==> config.mk <==
export PLATFORM = sky130hd
export DESIGN_NAME = sti_rx
export DESIGN_NICKNAME = d
export VERILOG_FILES = /design/src/rtl/sti_pkg.sv /design/src/rtl/sti_rx_fifo.sv /design/src/rtl/sti_rx.sv
export SDC_FILE = /design/constraint.sdc
export NUM_CORES = 1
export LEC_CHECK = 0
export ABC_AREA = 1
export BUFFER_PORTS_ARGS = -buffer_cell sky130_fd_sc_hd__clkbuf_2
export CAP_MARGIN = 15
export CORE_UTILIZATION = 45
export DETAILED_ROUTE_END_ITERATION = 16
export HOLD_SLACK_MARGIN = 0.08
export PLACE_DENSITY_LB_ADDON = 0.05
export SYNTH_ARGS = -nofsm -noshare
export SYNTH_HDL_FRONTEND = slang
export SYNTH_SLANG_ARGS = --single-unit
==> constraint.sdc <==
create_clock -name clk -period 5.8 [get_ports clk]
set_input_delay 1.16 -clock clk [delete_from_list [all_inputs] [get_ports clk]]
set_output_delay 1.16 -clock clk [all_outputs]
set_load 0.05 [all_outputs]
==> src/rtl/sti_pkg.sv <==
`default_nettype none
// ============================================================================
//  Module   : sti_pkg
//  Brief    : Shared constants and helpers for the serial-to-word receiver.
//  Revision : 1.0  initial release
// ============================================================================
package sti_pkg;

    localparam int c_fifo_depth = 4;
    localparam int c_addr_w     = 5;
    localparam int c_max_bits   = 32;
    localparam int c_cnt_w      = 6;
    localparam int c_state_w    = 1;

    localparam logic [c_cnt_w-1:0]   c_cnt_sat = 6'd33;

    localparam logic [c_state_w-1:0] c_st_idle = 1'b0;
    localparam logic [c_state_w-1:0] c_st_recv = 1'b1;

    // Frame length in bits: 8 * (cfg_length + 1).
    function automatic logic [c_cnt_w-1:0] frame_bits(input logic [1:0] len);
        return {1'b0, len, 3'b000} + 6'd8;
    endfunction

endpackage
`default_nettype wire

==> src/rtl/sti_rx_fifo.sv <==
`default_nettype none
// ============================================================================
//  Module   : sti_rx_fifo
//  Brief    : Synchronous byte FIFO; a write while full succeeds only when a
//             read happens on the same edge.
//  Revision : 1.0  initial release
// ============================================================================
module sti_rx_fifo #(
    parameter int WIDTH = 8,
    parameter int DEPTH = 4
) (
    input  logic             clk,
    input  logic             rst,
    input  logic             i_wr_en,
    input  logic [WIDTH-1:0] i_wr_data,
    input  logic             i_rd_en,
    output logic [WIDTH-1:0] o_rd_data,
    output logic             o_full,
    output logic             o_empty
);

    localparam int c_aw = $clog2(DEPTH);

    logic [WIDTH-1:0] r_mem [DEPTH];
    logic [c_aw:0]    r_wr_ptr;
    logic [c_aw:0]    r_rd_ptr;
    logic             w_do_rd;
    logic             w_do_wr;

    // Pointers carry one extra wrap bit to distinguish full from empty.
    assign o_empty   = (r_wr_ptr == r_rd_ptr);
    assign o_full    = (r_wr_ptr[c_aw] != r_rd_ptr[c_aw]) &&
                       (r_wr_ptr[c_aw-1:0] == r_rd_ptr[c_aw-1:0]);
    assign w_do_rd   = i_rd_en & ~o_empty;
    assign w_do_wr   = i_wr_en & (~o_full | w_do_rd);
    assign o_rd_data = r_mem[r_rd_ptr[c_aw-1:0]];

    always_ff @(posedge clk) begin
        if (rst) begin
            r_wr_ptr <= '0;
            r_rd_ptr <= '0;
        end else begin
            if (w_do_wr) r_wr_ptr <= r_wr_ptr + 1'b1;
            if (w_do_rd) r_rd_ptr <= r_rd_ptr + 1'b1;
        end
    end

    always_ff @(posedge clk) begin
        if (w_do_wr) r_mem[r_wr_ptr[c_aw-1:0]] <= i_wr_data;
    end

endmodule
`default_nettype wire

==> src/rtl/sti_rx.sv <==
`default_nettype none
// ============================================================================
//  Module   : sti_rx
//  Brief    : Serial frame receiver: assembles 8..32-bit words and streams
//             the received bytes to memory through a small byte FIFO.
//  Revision : 1.0  initial release
// ============================================================================
module sti_rx
    import sti_pkg::*;
(
    input  logic                clk,
    input  logic                reset,
    input  logic                si_data,
    input  logic                si_valid,
    input  logic [1:0]          cfg_length,
    input  logic                cfg_msb,
    input  logic                mem_ready,
    output logic [31:0]         rx_word,
    output logic                rx_word_valid,
    output logic                frame_err,
    output logic                mem_wr,
    output logic [c_addr_w-1:0] mem_addr,
    output logic [7:0]          mem_data,
    output logic                ovf
);

    logic [c_state_w-1:0]  r_state;
    logic [c_state_w-1:0]  w_next_state;
    logic [c_cnt_w-1:0]    r_cnt;
    logic [c_cnt_w-1:0]    r_len;
    logic                  r_msb;
    logic [c_max_bits-1:0] r_word;
    logic [6:0]            r_byte;
    logic [c_addr_w-1:0]   r_wr_addr;

    logic                  w_start;
    logic                  w_capture;
    logic                  w_close;
    logic                  w_in_range;
    logic                  w_msb;
    logic [c_max_bits-1:0] w_word_base;
    logic [c_max_bits-1:0] w_word_next;
    logic [4:0]            w_bit_idx;
    logic                  w_push;
    logic [7:0]            w_push_data;
    logic                  w_pop;
    logic [7:0]            w_fifo_data;
    logic                  w_full;
    logic                  w_empty;

    always_ff @(posedge clk) begin
        if (reset) r_state <= c_st_idle;
        else       r_state <= w_next_state;
    end

    always_comb begin
        w_next_state = r_state;
        case (r_state)
            c_st_idle: if (si_valid)  w_next_state = c_st_recv;
            c_st_recv: if (!si_valid) w_next_state = c_st_idle;
            default:                  w_next_state = c_st_idle;
        endcase
    end

    always_comb begin
        w_start   = 1'b0;
        w_capture = 1'b0;
        w_close   = 1'b0;
        case (r_state)
            c_st_idle: w_start = si_valid;
            c_st_recv: begin
                w_capture = si_valid;
                w_close   = ~si_valid;
            end
            default: ;
        endcase
    end

    // On the first bit the word restarts from zero using the live config.
    assign w_msb       = w_start ? cfg_msb : r_msb;
    assign w_word_base = w_start ? '0 : r_word;
    assign w_bit_idx   = w_start ? 5'd0 : r_cnt[4:0];
    assign w_in_range  = w_start | (w_capture & (r_cnt < r_len));
    assign w_push      = w_capture & (r_cnt < r_len) & (r_cnt[2:0] == 3'd7);
    assign w_push_data = {r_byte, si_data};
    assign w_pop       = mem_ready & ~w_empty;

    always_comb begin
        w_word_next = w_word_base;
        if (w_msb) w_word_next = {w_word_base[c_max_bits-2:0], si_data};
        else       w_word_next[w_bit_idx] = si_data;
    end

    always_ff @(posedge clk) begin
        if (reset) begin
            r_cnt         <= '0;
            r_len         <= '0;
            r_msb         <= 1'b0;
            r_word        <= '0;
            r_byte        <= '0;
            r_wr_addr     <= '0;
            rx_word       <= '0;
            rx_word_valid <= 1'b0;
            frame_err     <= 1'b0;
            mem_wr        <= 1'b0;
            mem_addr      <= '0;
            mem_data      <= '0;
            ovf           <= 1'b0;
        end else begin
            rx_word_valid <= 1'b0;
            frame_err     <= 1'b0;

            if (w_start) begin
                r_cnt <= 6'd1;
                r_len <= frame_bits(cfg_length);
                r_msb <= cfg_msb;
            end else if (w_capture && r_cnt != c_cnt_sat) begin
                r_cnt <= r_cnt + 6'd1;
            end

            if (w_in_range) begin
                r_word <= w_word_next;
                r_byte <= w_start ? {6'd0, si_data} : {r_byte[5:0], si_data};
            end

            if (w_close) begin
                if (r_cnt == r_len) begin
                    rx_word       <= r_word;
                    rx_word_valid <= 1'b1;
                end else begin
                    frame_err     <= 1'b1;
                end
            end

            mem_wr <= w_pop;
            if (w_pop) begin
                mem_data  <= w_fifo_data;
                mem_addr  <= r_wr_addr;
                r_wr_addr <= r_wr_addr + 5'd1;
            end

            if (w_push && w_full && !w_pop) ovf <= 1'b1;
        end
    end

    sti_rx_fifo #(
        .WIDTH (8),
        .DEPTH (c_fifo_depth)
    ) u_fifo (
        .clk       (clk),
        .rst       (reset),
        .i_wr_en   (w_push),
        .i_wr_data (w_push_data),
        .i_rd_en   (w_pop),
        .o_rd_data (w_fifo_data),
        .o_full    (w_full),
        .o_empty   (w_empty)
    );

endmodule
`default_nettype wire

### Word-level counts from Yosys, hierarchy flattened

Memory sizes are Yosys's and may differ from the RTL's. A register that Yosys moved wholly into a read port is not among the register bits.
Cells that the tools add are included.

| storage, ports and cells | value |
|---|---|
| bits in registers | 105 |
| bits in latches | 0 |
| memory bits (writable) | 32 |
| ROM bits | 0 |
| bits of input ports | 8 |
| output and inout port bits | 49 |
| logic and storage cells | 70 |
| memories | 1 |

| operators by class | value |
|---|---|
| add/sub/neg operators | 5 |
| multiply operators | 0 |
| div/mod/pow operators | 0 |
| order comparisons | 3 |
| equality and inequality tests | 6 |
| shifts and indexed selects | 0 |
| muxes and demuxes | 18 |
| bitwise logic cells | 11 |
| reductions and logical operators | 10 |

Memory list:

| memory | depth | width | rd ports | clocked after Yosys merged registers in | wr ports | line | source |
|---|---|---|---|---|---|---|---|
| u_fifo.r_mem | 4 | 8 | 1 | 1 | 1 | sti_rx_fifo.sv:24 | `logic [WIDTH-1:0] r_mem [DEPTH];` |

Operators by type and width:

| operator | number |
|---|---|
| $mux W32 | 2 |
| $bwmux W32 | 1 |
| $mux W1 | 12 |
| $mux W7 | 1 |
| $add A3 B1 Y3 const B | 2 |
| $add A5 B4 Y6 const B | 1 |
| $add A6 B1 Y6 const B | 1 |
| $eq A6 B6 Y1 | 1 |
| $lt A5 B6 Y1 const B | 1 |
| $lt A6 B6 Y1 | 1 |
| $ne A6 B6 Y1 const B | 1 |
| $add A5 B1 Y5 const B | 1 |
| $and A1 B1 Y1 | 5 |
| $demux W1 S5 | 1 |
| $ge A5 B1 Y1 const B | 1 |
| $logic_and A1 B1 Y1 | 5 |
| $mux W5 | 1 |
| $not A1 Y1 | 4 |
| $reduce_or A2 Y1 | 2 |
| $eq A3 B3 Y1 | 1 |
| $eq A3 B3 Y1 const B | 1 |
| $eq A2 B2 Y1 | 1 |
| $or A1 B1 Y1 | 2 |
| $reduce_and A2 Y1 | 1 |
| other kinds (3) | 3 |

### Logic depth before layout (Yosys ltp)

| depth | value |
|---|---|
| word-level depth | 8 |
| mapped depth | 11 |
| mapped depth without buffers | 11 |

### By module

Synthesis repeated with hierarchy kept, for this count alone.

| second synthesis, totals | value |
|---|---|
| cells, all modules | 854 |
| area total of the unflattened synthesis | 6,452.4 µm² |

By module, submodules not included:

| module | instances | cells each | area an instance (µm²) | sequential area each (µm²) |
|---|---|---|---|---|
| sti_rx | 1 | 712 | 4,808.4 | 2,082.0 |
| sti_rx_fifo | 1 | 142 | 1,644.1 | 1,121.1 |

### Worst setup path after synthesis

No wires, ideal clock.

| timing path | value |
|---|---|
| path type | input -> register |
| start point | in si_valid |
| end point | mem u_fifo.r_mem[0][0], enable pin |
| setup time | 371 ps |
| arrival | 2,150 ps |
| data required time | 5,429 ps |
| path slack | 3,279 ps |
| stages on the path | 6 |
| buffers on the path | 0 |
| path through | nand2_1 -> inv_2 -> nand3_2 -> nor2_1 -> nand2_1 -> nor2_1 |

| between the ends | value |
|---|---|
| word-level cells in the longest chain between the ends | 6 |

Ends and longest elaborated chain:

| element | line | source |
|---|---|---|
| start, declared | sti_rx.sv:14 | `input logic si_valid,` |
| $mux W1 | sti_rx.sv:69 | `case (r_state)` |
| $and A1 B1 Y1 (2 in a row) | sti_rx.sv:84 | `assign w_push = w_capture & (r_cnt < r_len) & (r_cnt[2:0] == 3'd7);` |
| $and A1 B1 Y1 | sti_rx_fifo.sv:35 | `assign w_do_wr = i_wr_en & (~o_full \| w_do_rd);` |
| $mux W1 | sti_rx_fifo.sv:49 | `if (w_do_wr) r_mem[r_wr_ptr[c_aw-1:0]] <= i_wr_data;` |
| $mux W1 (not written as such) | sti_rx_fifo.sv:49 |  |
| end, declared | sti_rx_fifo.sv:24 |  |

Every way passes these cells.

### Worst setup path after layout

| timing path | value |
|---|---|
| start point | in si_valid |
| end point | reg r_byte[1] |

| between the ends | value |
|---|---|
| word-level cells in the longest chain between the ends | 3 |
| elaborated cells between the ends (all ways) | 5 |
| those cells by class | 3 x mux; 2 x bitwise |

Ends and longest elaborated chain:

| element | line | source |
|---|---|---|
| $mux W1 | sti_rx.sv:69 |  |
| $and A1 B1 Y1 | sti_rx.sv:83 | `assign w_in_range = w_start \| (w_capture & (r_cnt < r_len));` |
| $or A1 B1 Y1 | sti_rx.sv:83 |  |
| end signal, assigned | sti_rx.sv:123 | `r_byte <= w_start ? {6'd0, si_data} : {r_byte[5:0], si_data};` |
| end, declared | sti_rx.sv:33 | `logic [6:0] r_byte;` |

Parallel ways exist; a longest one is shown, timed or not.
A chain may end at the register's enable or synchronous reset.

==> results.ini <==
[cts]
root_buffer=clkbuf_16
path_clk_slew_ns=0.06
cts_max_level=4
numCtsBuffers=17
clock_latency_ns=0.42
clock_path_buffers=2
cts_tree=yes
clock-sinks=142
cts_setup_buffers=0
hold_buffers=0
cts_resized=0

[placed_design]
port_buffers=56
gp_congestion=0.776
dp_hpwl_um=10100
preCtsSetupSlack_ns=2.29

[synth]
yosysWarnings=0
ys_ff_latch=142
synth_cells=836
synthesis.nets=858
yosysSeqAreaShare=0.490
synth_edf_count=32
syn_area_um2=6460
synth_cell_types=31
async_flop_share=0
syn_area_per_cell_um2=7.72
synth_ff_type=dfxtp_1

[worst_setup_path]
startpoint_type=input port
r2r_cells=9
required_ns=6.14
crit_path_max_fanout=63
endpoint_kind=flip-flop
cp.arrival_ns=3.43
crit_type=input port to flip-flop

[outcome]
outcome=finished, final reports clean

[pwr]
seq_power_share=0.445
p_int_mw=1.79
p_leak_nw=2.93
peakVddDrop_uv=202
swShare=0.252
p_comb_frac=0.084
switching_power_uw=605
p_clk_frac=0.471
power_density_nw_per_um2=326

[global_route]
grt_pass1_vias=5238
grt_pass1_wl_um=26400
grt.total_usage=0.229
grt_remaining_overflow=0
antenna_found_initial=0
grt_max_degree=86

[floorplan]
ios=57
start_util=0.463
core_um2=13900
dieArea_um2=14800
num_rows=43
die_w_um=122
die_y_um=122

[routing]
viasPerCell=5.38
dr.pass1.iters=4
vias=5669
postRouteAntennaNets=0
drc=0
wl_um=15900
drtIter0Drc=380
routedWlPerCell_um=15.1

[cells_and_area]
final_layout_size_suffix_gt1_frac=0.124
post-route-util=0.528
antenna_cells=0
area_growth_pct=13.9
nNetsFinal=883

[sta]
setup_ws_ns=2.71
tightest_slew_ns=1.01
clock_skew_ns=0.00671
rsz0062_at_grt=false
fmax_mhz=324
min_period_ns=3.09
fin_crit_sh=0.532
tns_ns=0
finalSetupViolations=0
slew_violations=0
maxSlewHeadroom=0.324
hold_violations=0

[job]
cap_viol_max_count=0

[min_path]
hold_path.class=flip-flop to flip-flop
min_path_cells=2

## worst max-delay path: stages
cell and delay [ns]:
clkbuf_2 0.11, nand2_4 0.51, nand2_2 0.60, inv_2 0.71, nand2_1 0.12, a21oi_1 0.17
## final timing paths
| kind | slack [ns] | end | startpoint |
|---|---|---|---|
| hold / removal | 0.46 | r_len[5] | r_len[5] |
| setup reg to reg | 3.03 | rx_word[29] | r_cnt[3] |
| setup / recovery | 2.71 | r_byte[1] | si_valid |
| hold reg to reg | 0.46 | r_len[5] | r_len[5] |
## routing by layer
layer  global-route usage  up-vias  wire (um)
met5                    0        -          0
met4               0.0833        0        257
met3               0.0431       20        635
met2                0.385      152       7710
met1                0.293     2623       7330
li1                     -     2874          -
## cell usage in the layout, fill, tap and decap left out, drive strengths merged
cell type | synthesis | routed
nor2 | 208 | 208
o21ai | 141 | 141
dfxtp | 110 | 110
nand3 | 86 | 86
nand2 | 75 | 75
clkbuf | 24 | 75
a21oi | 57 | 57
inv | 35 | 37
edfxtp | 32 | 32
ha | 14 | 14
nand4 | 12 | 12
clkinv | 0 | 6
xor2 | 5 | 5
xnor2 | 3 | 3
bufinv | 0 | 3
nand3b | 2 | 2
clkinvlp | 0 | 2
buf | 28 | 2
nor3b | 1 | 1
a31oi | 1 | 1
and3 | 1 | 1
o211ai | 1 | 1
## through the flow
stage | area (um2) | cells | power, mW | hold slack [ns]
6_report | 7350 | 1054 | 2.40 | 0.464
4_1_cts | 7330 | 1053 | 2.42 | 0.463
3_3_place_gp | 6720 | 1021 | 1.28 | 0.451
2_1_floorplan | 6460 | 836 | 1.24 | 0.430
5_1_grt | 7350 | 1054 | 2.49 | 0.500
3_5_place_dp | 6720 | 1021 | 1.29 | 0.457
## sequential cells by signal (all words and copies together) (netlist names), 5 cells and up
register	cells
r_cnt	6
mem_addr	5
u_fifo.r_mem	32
r_wr_addr	5
rx_word	32
r_byte	7
r_word	32
mem_data	8
## cells by family after synthesis
logic type               share of synthesized area
AO/OA/AOI/OAI                                0.160
XOR/XNOR                                    0.0109
adder cells (fa/ha/maj)                     0.0271
buffers and inverters                       0.0595
flip-flops                                   0.490
AND/OR/NAND/NOR                              0.253
## area by class of cell
class / instances / area (um2)
clock buffer: 19 / 454
clock inverter: 13 / 161
fill: 1381 / 6580
inverter: 35 / 131
multi-input combinational: 607 / 2910
tap: 180 / 225
timing repair buffer: 58 / 308
sequential: 142 / 3160
## Yosys cell counts (2+ instances only)
cell      count  area share
inv_2         5      0.0029
xnor2_1       3      0.0041
a21oi_1      57       0.044
edfxtp_1     32        0.15
clkbuf_1     24       0.014
buf_4         3      0.0035
nor2_1      203        0.12
nand3_1      85       0.066
inv_1        30       0.017
o21ai_4       2      0.0050
nand2_2       3      0.0029
dfxtp_1     110        0.34
o21ai_1       9      0.0070
buf_2        19       0.015
ha_1         14       0.027
xor2_1        5      0.0068
nand4_1      12       0.012
nand2_1      71       0.041
o21ai_0     129        0.10
nor2_2        4      0.0039
buf_6         3      0.0052
buf_1         3      0.0017
nand3b_1      2      0.0023
## power groups by stage
stage	Clock (mW)	Combinational [mW]	Sequential, mW
CTS	1.15	0.200	1.07
floorplan	0	0.129	1.11
global placement	0	0.196	1.09
global route	1.19	0.226	1.07
detailed placement	0	0.199	1.09
finish	1.13	0.201	1.07
No activity file was read; power rests on OpenSTA's default activity.
